<file path="src/rtl/buffer_pkgs.sv">
// Shared types for the decode queue stage: fetch/decode payloads, micro-op enums
// and RV32 opcode constants.
package buffer_pkgs;

  localparam logic [6:0] OPC_LOAD   = 7'b0000011;
  localparam logic [6:0] OPC_STORE  = 7'b0100011;
  localparam logic [6:0] OPC_BRANCH = 7'b1100011;
  localparam logic [6:0] OPC_JALR   = 7'b1100111;
  localparam logic [6:0] OPC_JAL    = 7'b1101111;
  localparam logic [6:0] OPC_OP_IMM = 7'b0010011;
  localparam logic [6:0] OPC_OP     = 7'b0110011;
  localparam logic [6:0] OPC_LUI    = 7'b0110111;
  localparam logic [6:0] OPC_AUIPC  = 7'b0010111;

  localparam logic [6:0] F7_BASE = 7'b0000000;
  localparam logic [6:0] F7_ALT  = 7'b0100000;

  typedef enum logic [3:0] {
    ALU_ADD, ALU_SUB, ALU_SLTU, ALU_OR, ALU_AND, ALU_SRL, ALU_SRA, ALU_EQ, ALU_NE
  } aluop_t;

  typedef enum logic [1:0] {FU_ALU, FU_MEM, FU_BRANCH} func_u_t;

  typedef enum logic [2:0] {LS_NONE, LS_LW, LS_LBU, LS_SW, LS_SH} ls_type_t;

  typedef struct packed {
    logic [31:0] pc;
    logic [31:0] instr;
  } fetch_t;

  // pc_rel marks auipc, whose first operand is the pc rather than zero like lui
  typedef struct packed {
    logic [31:0] pc;
    aluop_t      aluop;
    func_u_t     func_u;
    ls_type_t    ls_type;
    logic [31:0] imm;
    logic [4:0]  rs1;
    logic [4:0]  rs2;
    logic [4:0]  rd;
    logic        rs1_used;
    logic        rs2_used;
    logic        rd_used;
    logic        imm_used;
    logic        load_store;
    logic        branch;
    logic        jump;
    logic        pc_rel;
    logic        illegal;
  } decode_t;

endpackage

</file>
<file path="src/rtl/decode_queue_stage_if.sv">
// Producer/consumer handshake bundle for the decode queue stage.
interface decode_queue_stage_if
  import buffer_pkgs::*;
#(
  parameter type F     = fetch_t,
  parameter type D     = decode_t,
  parameter int  DEPTH = 4
);
  logic                     valid_prod_i;
  logic                     ready_prod_o;
  F                         data_i;
  logic                     ready_cons_i;
  logic                     valid_cons_o;
  D                         data_o;
  logic [$clog2(DEPTH):0]   count_o;

  modport master (
    output valid_prod_i, data_i, ready_cons_i,
    input  ready_prod_o, valid_cons_o, data_o, count_o
  );

  modport slave (
    input  valid_prod_i, data_i, ready_cons_i,
    output ready_prod_o, valid_cons_o, data_o, count_o
  );
endinterface

</file>
<file path="src/rtl/decode_logic.sv">
// Combinational RV32 subset decoder; unsupported words come out as an
// illegal-marked record with every operand field cleared.
module decode_logic
  import buffer_pkgs::*;
(
  input  fetch_t  fetch,
  output decode_t dec
);
  logic [31:0] instr;
  logic [6:0]  opc;
  logic [2:0]  f3;
  logic [6:0]  f7;
  logic [31:0] imm_i, imm_s, imm_b, imm_u, imm_j, imm;
  logic        ok, use_rs1, use_rs2, use_rd, use_imm;

  assign instr = fetch.instr;
  assign opc   = instr[6:0];
  assign f3    = instr[14:12];
  assign f7    = instr[31:25];
  assign imm_i = {{20{instr[31]}}, instr[31:20]};
  assign imm_s = {{20{instr[31]}}, instr[31:25], instr[11:7]};
  assign imm_b = {{19{instr[31]}}, instr[31], instr[7], instr[30:25], instr[11:8], 1'b0};
  assign imm_u = {instr[31:12], 12'b0};
  assign imm_j = {{11{instr[31]}}, instr[31], instr[19:12], instr[20], instr[30:21], 1'b0};

  always_comb begin
    dec         = '0;
    dec.pc      = fetch.pc;
    dec.aluop   = ALU_ADD;
    dec.func_u  = FU_ALU;
    dec.ls_type = LS_NONE;
    ok          = 1'b0;
    use_rs1     = 1'b0;
    use_rs2     = 1'b0;
    use_rd      = 1'b0;
    use_imm     = 1'b0;
    imm         = '0;
    case (opc)
      OPC_LOAD: begin
        ok = (f3 == 3'b010) || (f3 == 3'b100);
        dec.func_u = FU_MEM;
        dec.load_store = 1'b1;
        dec.ls_type = (f3 == 3'b010) ? LS_LW : LS_LBU;
        use_rs1 = 1'b1; use_rd = 1'b1; use_imm = 1'b1; imm = imm_i;
      end
      OPC_STORE: begin
        ok = (f3 == 3'b010) || (f3 == 3'b001);
        dec.func_u = FU_MEM;
        dec.load_store = 1'b1;
        dec.ls_type = (f3 == 3'b010) ? LS_SW : LS_SH;
        use_rs1 = 1'b1; use_rs2 = 1'b1; use_imm = 1'b1; imm = imm_s;
      end
      OPC_BRANCH: begin
        ok = (f3 == 3'b000) || (f3 == 3'b001);
        dec.func_u = FU_BRANCH;
        dec.branch = 1'b1;
        dec.aluop = f3[0] ? ALU_NE : ALU_EQ;
        use_rs1 = 1'b1; use_rs2 = 1'b1; use_imm = 1'b1; imm = imm_b;
      end
      OPC_JAL: begin
        ok = 1'b1;
        dec.func_u = FU_BRANCH;
        dec.jump = 1'b1;
        use_rd = 1'b1; use_imm = 1'b1; imm = imm_j;
      end
      OPC_JALR: begin
        ok = (f3 == 3'b000);
        dec.func_u = FU_BRANCH;
        dec.jump = 1'b1;
        use_rs1 = 1'b1; use_rd = 1'b1; use_imm = 1'b1; imm = imm_i;
      end
      OPC_LUI: begin
        ok = 1'b1;
        use_rd = 1'b1; use_imm = 1'b1; imm = imm_u;
      end
      OPC_AUIPC: begin
        ok = 1'b1;
        dec.pc_rel = 1'b1;
        use_rd = 1'b1; use_imm = 1'b1; imm = imm_u;
      end
      OPC_OP_IMM: begin
        use_rs1 = 1'b1; use_rd = 1'b1; use_imm = 1'b1; imm = imm_i;
        case (f3)
          3'b000:  begin ok = 1'b1; dec.aluop = ALU_ADD;  end
          3'b011:  begin ok = 1'b1; dec.aluop = ALU_SLTU; end
          3'b110:  begin ok = 1'b1; dec.aluop = ALU_OR;   end
          default: ok = 1'b0;
        endcase
      end
      OPC_OP: begin
        use_rs1 = 1'b1; use_rs2 = 1'b1; use_rd = 1'b1;
        case (f3)
          3'b000: begin
            ok = (f7 == F7_BASE) || (f7 == F7_ALT);
            dec.aluop = (f7 == F7_ALT) ? ALU_SUB : ALU_ADD;
          end
          3'b111: begin
            ok = (f7 == F7_BASE);
            dec.aluop = ALU_AND;
          end
          3'b101: begin
            ok = (f7 == F7_BASE) || (f7 == F7_ALT);
            dec.aluop = (f7 == F7_ALT) ? ALU_SRA : ALU_SRL;
          end
          default: ok = 1'b0;
        endcase
      end
      default: ok = 1'b0;
    endcase

    dec.rs1      = use_rs1 ? instr[19:15] : 5'd0;
    dec.rs2      = use_rs2 ? instr[24:20] : 5'd0;
    dec.rd       = use_rd  ? instr[11:7]  : 5'd0;
    dec.rs1_used = use_rs1;
    dec.rs2_used = use_rs2;
    dec.rd_used  = use_rd && (instr[11:7] != 5'd0);
    dec.imm_used = use_imm;
    dec.imm      = imm;

    if (!ok) begin
      dec         = '0;
      dec.pc      = fetch.pc;
      dec.illegal = 1'b1;
    end
  end
endmodule

</file>
<file path="src/rtl/decode_queue_stage.sv">
// Decode stage with a DEPTH-entry output queue. Build macro DECODE_ILLEGAL_TRAP_EN:
// defined -> unsupported words are queued as illegal; undefined -> they are dropped.
module decode_queue_stage
  import buffer_pkgs::*;
#(
  parameter type F     = fetch_t,
  parameter type D     = decode_t,
  parameter int  DEPTH = 4
) (
  input logic                  clk_i,
  input logic                  reset_i,
  input logic                  flush_i,
  decode_queue_stage_if.slave  q
);
  localparam int PW = $clog2(DEPTH);
  localparam int CW = PW + 1;

  D              mem [DEPTH];
  logic [PW-1:0] wr_ptr, rd_ptr;
  logic [CW-1:0] count;
  F              fetch_w;
  D              dec;
  logic          accept, enq_ok, push, pop;

  assign fetch_w = q.data_i;

  decode_logic u_decode (
    .fetch (fetch_w),
    .dec   (dec)
  );

  assign q.ready_prod_o = (count < CW'(DEPTH));
  assign q.valid_cons_o = (count != '0);
  assign q.count_o      = count;
  assign q.data_o       = mem[rd_ptr];

  assign accept = q.valid_prod_i & q.ready_prod_o;
`ifdef DECODE_ILLEGAL_TRAP_EN
  assign enq_ok = 1'b1;
`else
  // unsupported words still handshake upstream so fetch is never stalled by them
  assign enq_ok = ~dec.illegal;
`endif
  assign push = accept & enq_ok;
  assign pop  = q.valid_cons_o & q.ready_cons_i;

  always_ff @(posedge clk_i) begin
    if (reset_i || flush_i) begin
      wr_ptr <= '0;
      rd_ptr <= '0;
      count  <= '0;
    end else begin
      if (push) wr_ptr <= wr_ptr + PW'(1);
      if (pop)  rd_ptr <= rd_ptr + PW'(1);
      case ({push, pop})
        2'b10:   count <= count + CW'(1);
        2'b01:   count <= count - CW'(1);
        default: count <= count;
      endcase
    end
  end

  always_ff @(posedge clk_i) begin
    if (push && !reset_i && !flush_i) mem[wr_ptr] <= dec;
  end
endmodule

</file>
<file path="src/flat_wrapper.sv">
// flat-port wrapper written by rule: the top's interface ports become plain ports
module decode_queue_stage_flat import buffer_pkgs::*;
#(
  parameter type F     = fetch_t,
  parameter type D     = decode_t,
  parameter int  DEPTH = 4
)
  (clk_i, reset_i, flush_i, q_valid_prod_i, q_data_i, q_ready_cons_i, q_ready_prod_o, q_valid_cons_o, q_data_o, q_count_o);
  decode_queue_stage_if #(.F(F), .D(D), .DEPTH(DEPTH)) q_i ();
  input logic clk_i;
  input logic reset_i;
  input logic flush_i;
  input wire logic [$bits(q_i.valid_prod_i)-1:0] q_valid_prod_i;
  input wire logic [$bits(q_i.data_i)-1:0] q_data_i;
  input wire logic [$bits(q_i.ready_cons_i)-1:0] q_ready_cons_i;
  output wire logic [$bits(q_i.ready_prod_o)-1:0] q_ready_prod_o;
  output wire logic [$bits(q_i.valid_cons_o)-1:0] q_valid_cons_o;
  output wire logic [$bits(q_i.data_o)-1:0] q_data_o;
  output wire logic [$bits(q_i.count_o)-1:0] q_count_o;
  assign q_i.valid_prod_i = q_valid_prod_i;
  assign q_i.data_i = q_data_i;
  assign q_i.ready_cons_i = q_ready_cons_i;
  assign q_ready_prod_o = q_i.ready_prod_o;
  assign q_valid_cons_o = q_i.valid_cons_o;
  assign q_data_o = q_i.data_o;
  assign q_count_o = q_i.count_o;
  decode_queue_stage #(.F(F), .D(D), .DEPTH(DEPTH)) u_core (.clk_i(clk_i), .reset_i(reset_i), .flush_i(flush_i), .q(q_i));
endmodule
</file>
<file path="config.mk">
export PLATFORM = sky130hd
export DESIGN_NAME = decode_queue_stage_flat
export DESIGN_NICKNAME = d
export VERILOG_FILES = /design/src/rtl/buffer_pkgs.sv /design/src/rtl/decode_queue_stage_if.sv /design/src/rtl/decode_logic.sv /design/src/rtl/decode_queue_stage.sv /design/src/flat_wrapper.sv
export SDC_FILE = /design/constraint.sdc
export NUM_CORES = 1
export LEC_CHECK = 0
export BUFFER_PORTS_ARGS = -buffer_cell sky130_fd_sc_hd__buf_2
export CORE_ASPECT_RATIO = 2
export CORE_MARGIN = 2
export CORE_UTILIZATION = 53
export CTS_BUF_LIST = sky130_fd_sc_hd__clkbuf_8
export CTS_CLUSTER_SIZE = 16
export DETAILED_ROUTE_END_ITERATION = 10
export HOLD_SLACK_MARGIN = 0.15
export PLACE_DENSITY_LB_ADDON = 0.1
export SETUP_SLACK_MARGIN = 0.4
export SYNTH_ARGS = -nofsm -noshare
export SYNTH_HDL_FRONTEND = slang
export SYNTH_HIERARCHICAL = 1
export SYNTH_SLANG_ARGS = --single-unit
</file>
<file path="constraint.sdc">
create_clock -name clk_i -period 10.4 [get_ports clk_i]
set_clock_uncertainty 0.1 [all_clocks]
set_input_delay 1.56 -clock clk_i [delete_from_list [all_inputs] [get_ports clk_i]]
set_output_delay 1.56 -clock clk_i [all_outputs]
set_load 0.05 [all_outputs]
</file>
==> Yosys cells after proc, flatten, opt, wreduce, memory -nomap -nowiden <==
Memories as Yosys holds them, arrays and structs flattened. A register that Yosys moved wholly into a read port is not among the register bits.
Cells that the tools add are included.
{ "op_classes": {"reduce_logical": 27, "bitwise_logic": 4, "addsub": 4, "eq_ne": 19, "mux": 31, "n_lt_le_gt_ge": 1} }
{ "op_table": {"columns": ["operator", "count"], "rows": [
  ["$pmux W32 S5", 1],
  ["$mux W65", 1],
  ["$eq A7 B6 Y1 const B", 4],
  ["$eq A7 B7 Y1 const B", 3],
  ["$mux W5", 3],
  ["$reduce_or A3 Y1", 5],
  ["$eq A7 B5 Y1 const B", 2],
  ["$eq A3 B3 Y1 const B", 4],
  ["$mux W1", 12],
  ["$pmux W3 S2", 2],
  ["$pmux W4 S3", 1],
  ["$pmux W3 S3", 1],
  ["$mux W2", 4],
  ["$pmux W2 S2", 2],
  ["$reduce_or A2 Y1", 4],
  ["$reduce_or A8 Y1", 1],
  ["$eq A7 B2 Y1 const B", 1],
  ["$logic_not A7 Y1", 1],
  ["$pmux W1 S7", 1],
  ["$reduce_or A7 Y1", 1],
  ["$eq A3 B2 Y1 const B", 2],
  ["$reduce_or A6 Y1", 1],
  ["$logic_or A1 B1 Y1", 5],
  ["$reduce_bool A5 Y1", 1],
  ["17 further kinds", 23]
]} }
{ "totals": {"memories": 1, "regBits": 7, "inputBits": 69, "mem_bits_rw": 388, "elab_cells": 90} }
{ "memory_table": {"columns": ["memory", "depth", "width", "read_ports", "rd_ports_with_merged_regs", "wr", "line_no", "source"], "rows": [
  ["u_core.mem", 4, 97, 1, 1, 1, "decode_queue_stage.sv:18", "D mem [DEPTH];"]
]} }

==> Logic depth before layout (Yosys ltp) <==
{ "depth": {"word_depth": 11, "ltp_mapped": 14} }

==> Cells and area by module <==
The synthesis kept the hierarchy.
{ "modules_own_cells": {"columns": ["mod", "area_each_um2", "n_inst", "cells_per_inst", "seq_area_each_um2"], "rows": [
  ["decode_queue_stage", 14467.6, 1, 558, 11831.3],
  ["decode_logic", 1440.1, 1, 221, 0.0]
]} }

==> Worst setup path before layout <==
OpenSTA, ideal clock, no wires.
{ "synth_path": {"kind": "input to register", "startpoint": "input port q_data_i[12]", "endpoint": "memory u_core/mem[0][0] in the netlist's numbering, enable pin", "slack_ns": 4.226, "path_stages": 8, "required_ns": 9.833, "t_arrival_ns": 5.607, "setup_ns": 0.467, "n_path_buf": 2, "path_cell_list": "buf_2 or3b_1 a2111oi_4 a31o_4 nor4_4 buf_6 nor3b_2 and3_1"} }
{ "synth_lines": {"columns": ["item", "line_no", "source"], "rows": [
  ["start: declaration", "flat_wrapper.sv:14", "input wire logic [$bits(q_i.data_i)-1:0] q_data_i;"],
  ["end: declaration", "decode_queue_stage.sv:18", null]
]} }

==> run metrics <==
Top Family by Delay on Critical Path=buffers and inverters; grt ovf=0; Initial DRT Pass Iterations=5; CTS Hold Bufs=0; synthesized area per cell=20.4 sq um; yosys warns=6; post-CTS sizing=0; drt wl/cell=24.7 um; CTS Buf Count=52; Cells after Synth=779; Vias=7,899; Worst path slowest cell=buf_4; Worst-path clk slew=0.06 ns; Antenna Cells=0; Ports=171; gr usage total=21.4%; Synth cell types=60; slew margin rel.=27.4%; post-synth top area share=73.2%; Worst-Skew Late Latency=0.59 ns; period utilization=51.1%; crit path cell chain=buf_4 > buf_4 > mux4_2 > buf_2; post-synthesis async set-or-reset flop share=0%; dpl ws=4.77 ns; vias in the first global route=8,508; Hold Crit Class=reg2reg; max_cap viols=0; placement-stage cell area=0.0168 sq mm; worst-margin pin slew=1.09 ns; final core occ=60.1%; post-synthesis sequential area ratio=74.4%; crit path buf inv count=3; Post-CTS Setup Bufs=0; Die W=127 um; Via density=5.89; P&R area growth vs syn=11.4%; Leak Pwr=6.20 nW; Worst path most repeated cell=buf_4; Final Cell Area=0.0177 sq mm; P per Cell Area=161 mW/mm^2; syn nets=854; Core Area=0.0295 sq mm; nets@finish=1,013; CTS max path bufs=3; top cells by area, synth=edfxtp_1, mux4_2, buf_4, dfxtp_1, a21oi_1; Crit Path Category=reg2out; row count=89; Peak Freq=188 MHz; global placement routability congestion=0.851; peak supply drop=0.000136 V; Remaining DRCs=0; Hold Vio Cnt, Final=0; Yosys reg bits=397; largest net degree at the start of global routing=74; CP endpoint kind=output pin; most common cell in the synthesized netlist=edfxtp_1; RSZ-0062 raised after global routing=no; post-layout minimum cycle time=5.32 ns; Data arrival, critical path=3.66 ns; Commonest cells post-synth=edfxtp_1, mux4_2, buf_4, nand2_1, nor2_1; CP max FO=44; antenna-violating nets left=0; CP required=8.74 ns; Iteration-0 DRC Markers=656; share of cells above drive strength 1=37.7%; pins over their slew limit=0; DR top layer=met4; H-tree levels=2; ys flop type=edfxtp_1; Synth Cell Area=0.0159 sq mm; Port Buffers=170; die height=249 um; TritonCTS clock tree=yes; met2 WL=17,800 um; first-pass GRT wire length=50,900 um; critical path's largest stage delay=0.76 ns; WL met3=1980 um; largest area contributor in the synthesized netlist=edfxtp_1; fill cell count=2,182; DRT met1 WL=12,100 um; Clock Tree Root=clkbuf_8; Post-synth EDFFs=388; status=finished clean; Startpoint Class=register; setup slack after layout=5.08 ns; Initial Util=53.9%; die area=0.0315 sq mm; # clock sinks=397; initial antenna violation count=0; setup TNS=0 ns; dpl hpwl=21,000 um; Detailed Route WL=33,100 um; Setup Viol. Count Final=0
## report_power, final
group          internal (mW)  switching, mW
sequential              1.74       0.000236
clock                  0.508          0.546
combinational         0.0179         0.0385
## cell type report
| cell class | instances | area, sq um | share of cell area (%) |
|---|---|---|---|
| clock buffer | 54 | 743 | 4.19 |
| clock inverter | 40 | 199 | 1.12 |
| inverter | 10 | 37.5 | 0.212 |
| multi-input combinational | 299 | 3540 | 20.0 |
| sequential | 397 | 11800 | 66.8 |
| tap | 364 | 455 | 2.57 |
| timing repair buffer | 178 | 911 | 5.14 |
## logic make-up after synthesis
kind of cell             count (synthesis)  synth area share [%]
AO/OA/AOI/OAI                           53                  2.16
XOR/XNOR                                 6                 0.330
flip-flops                             397                  74.4
AND/OR/NAND/NOR                        136                  5.33
multiplexers                            98                  13.8
adder cells (fa/ha/maj)                  6                 0.519
buffers and inverters                   83                  3.49
## flip-flops by register name, indices dropped and copies added, names as in the netlist, named ones only
| name | flops |
|---|---|
| u_core/mem | 388 |
| u_core/q.count_o | 3 |
| u_core/rd_ptr | 2 |
| u_core/wr_ptr | 2 |
## tightest hold or removal path, delay by kind of cell, from the launching register on
family           cells  cell delay, ns
flip-flops           1            0.32
AND/OR/NAND/NOR      1            0.10
XOR/XNOR             1            0.06
## layer usage
| metal | vias up | track usage, % |
|---|---|---|
| li1 | 3461 | - |
| met1 | 4067 | 26.6 |
| met2 | 304 | 36.6 |
| met3 | 67 | 4.21 |
| met4 | 0 | 9.20 |
| met5 | - | 0 |
## through the flow
| stage | hold slack (ns) | total power, mW | instances |
|---|---|---|---|
| floorplan | 0.385 | 1.81 | 779 |
| global placement | 0.416 | 1.83 | 1248 |
| detailed placement | 0.414 | 1.83 | 1248 |
| CTS | 0.435 | 2.88 | 1342 |
| global route | 0.481 | 2.95 | 1342 |
| finish | 0.435 | 2.85 | 1342 |
## worst paths after layout
kind	from	to	slack, ns	cells past startpoint
setup / recovery	register	q_data_o[24]	5.08	4
hold / removal	u_core/rd_ptr[1]	u_core/rd_ptr[1]	0.43	2
setup reg to reg	u_core/q.count_o[2]	u_core/mem[1][6]	7.47	3
hold reg to reg	u_core/rd_ptr[1]	u_core/rd_ptr[1]	0.43	2
## placed cells by master, fill, tap and decap left out, types with 6 or more instances in the layout
cell type / synthesis / routed
edfxtp_1: 388 / 388
buf_2: 18 / 170
mux4_2: 97 / 97
clkbuf_8: 0 / 54
nor2_1: 29 / 29
nand2_1: 29 / 29
a21oi_1: 28 / 28
inv_1: 9 / 20
clkinv_1: 0 / 18
nor3b_2: 10 / 10
nand3_1: 10 / 10
buf_4: 33 / 8
clkinv_2: 0 / 7
dfxtp_1: 9 / 7
nor2b_1: 7 / 7
and3b_1: 7 / 7
and2_1: 6 / 6
No activity file was read; power rests on OpenSTA's default activity.
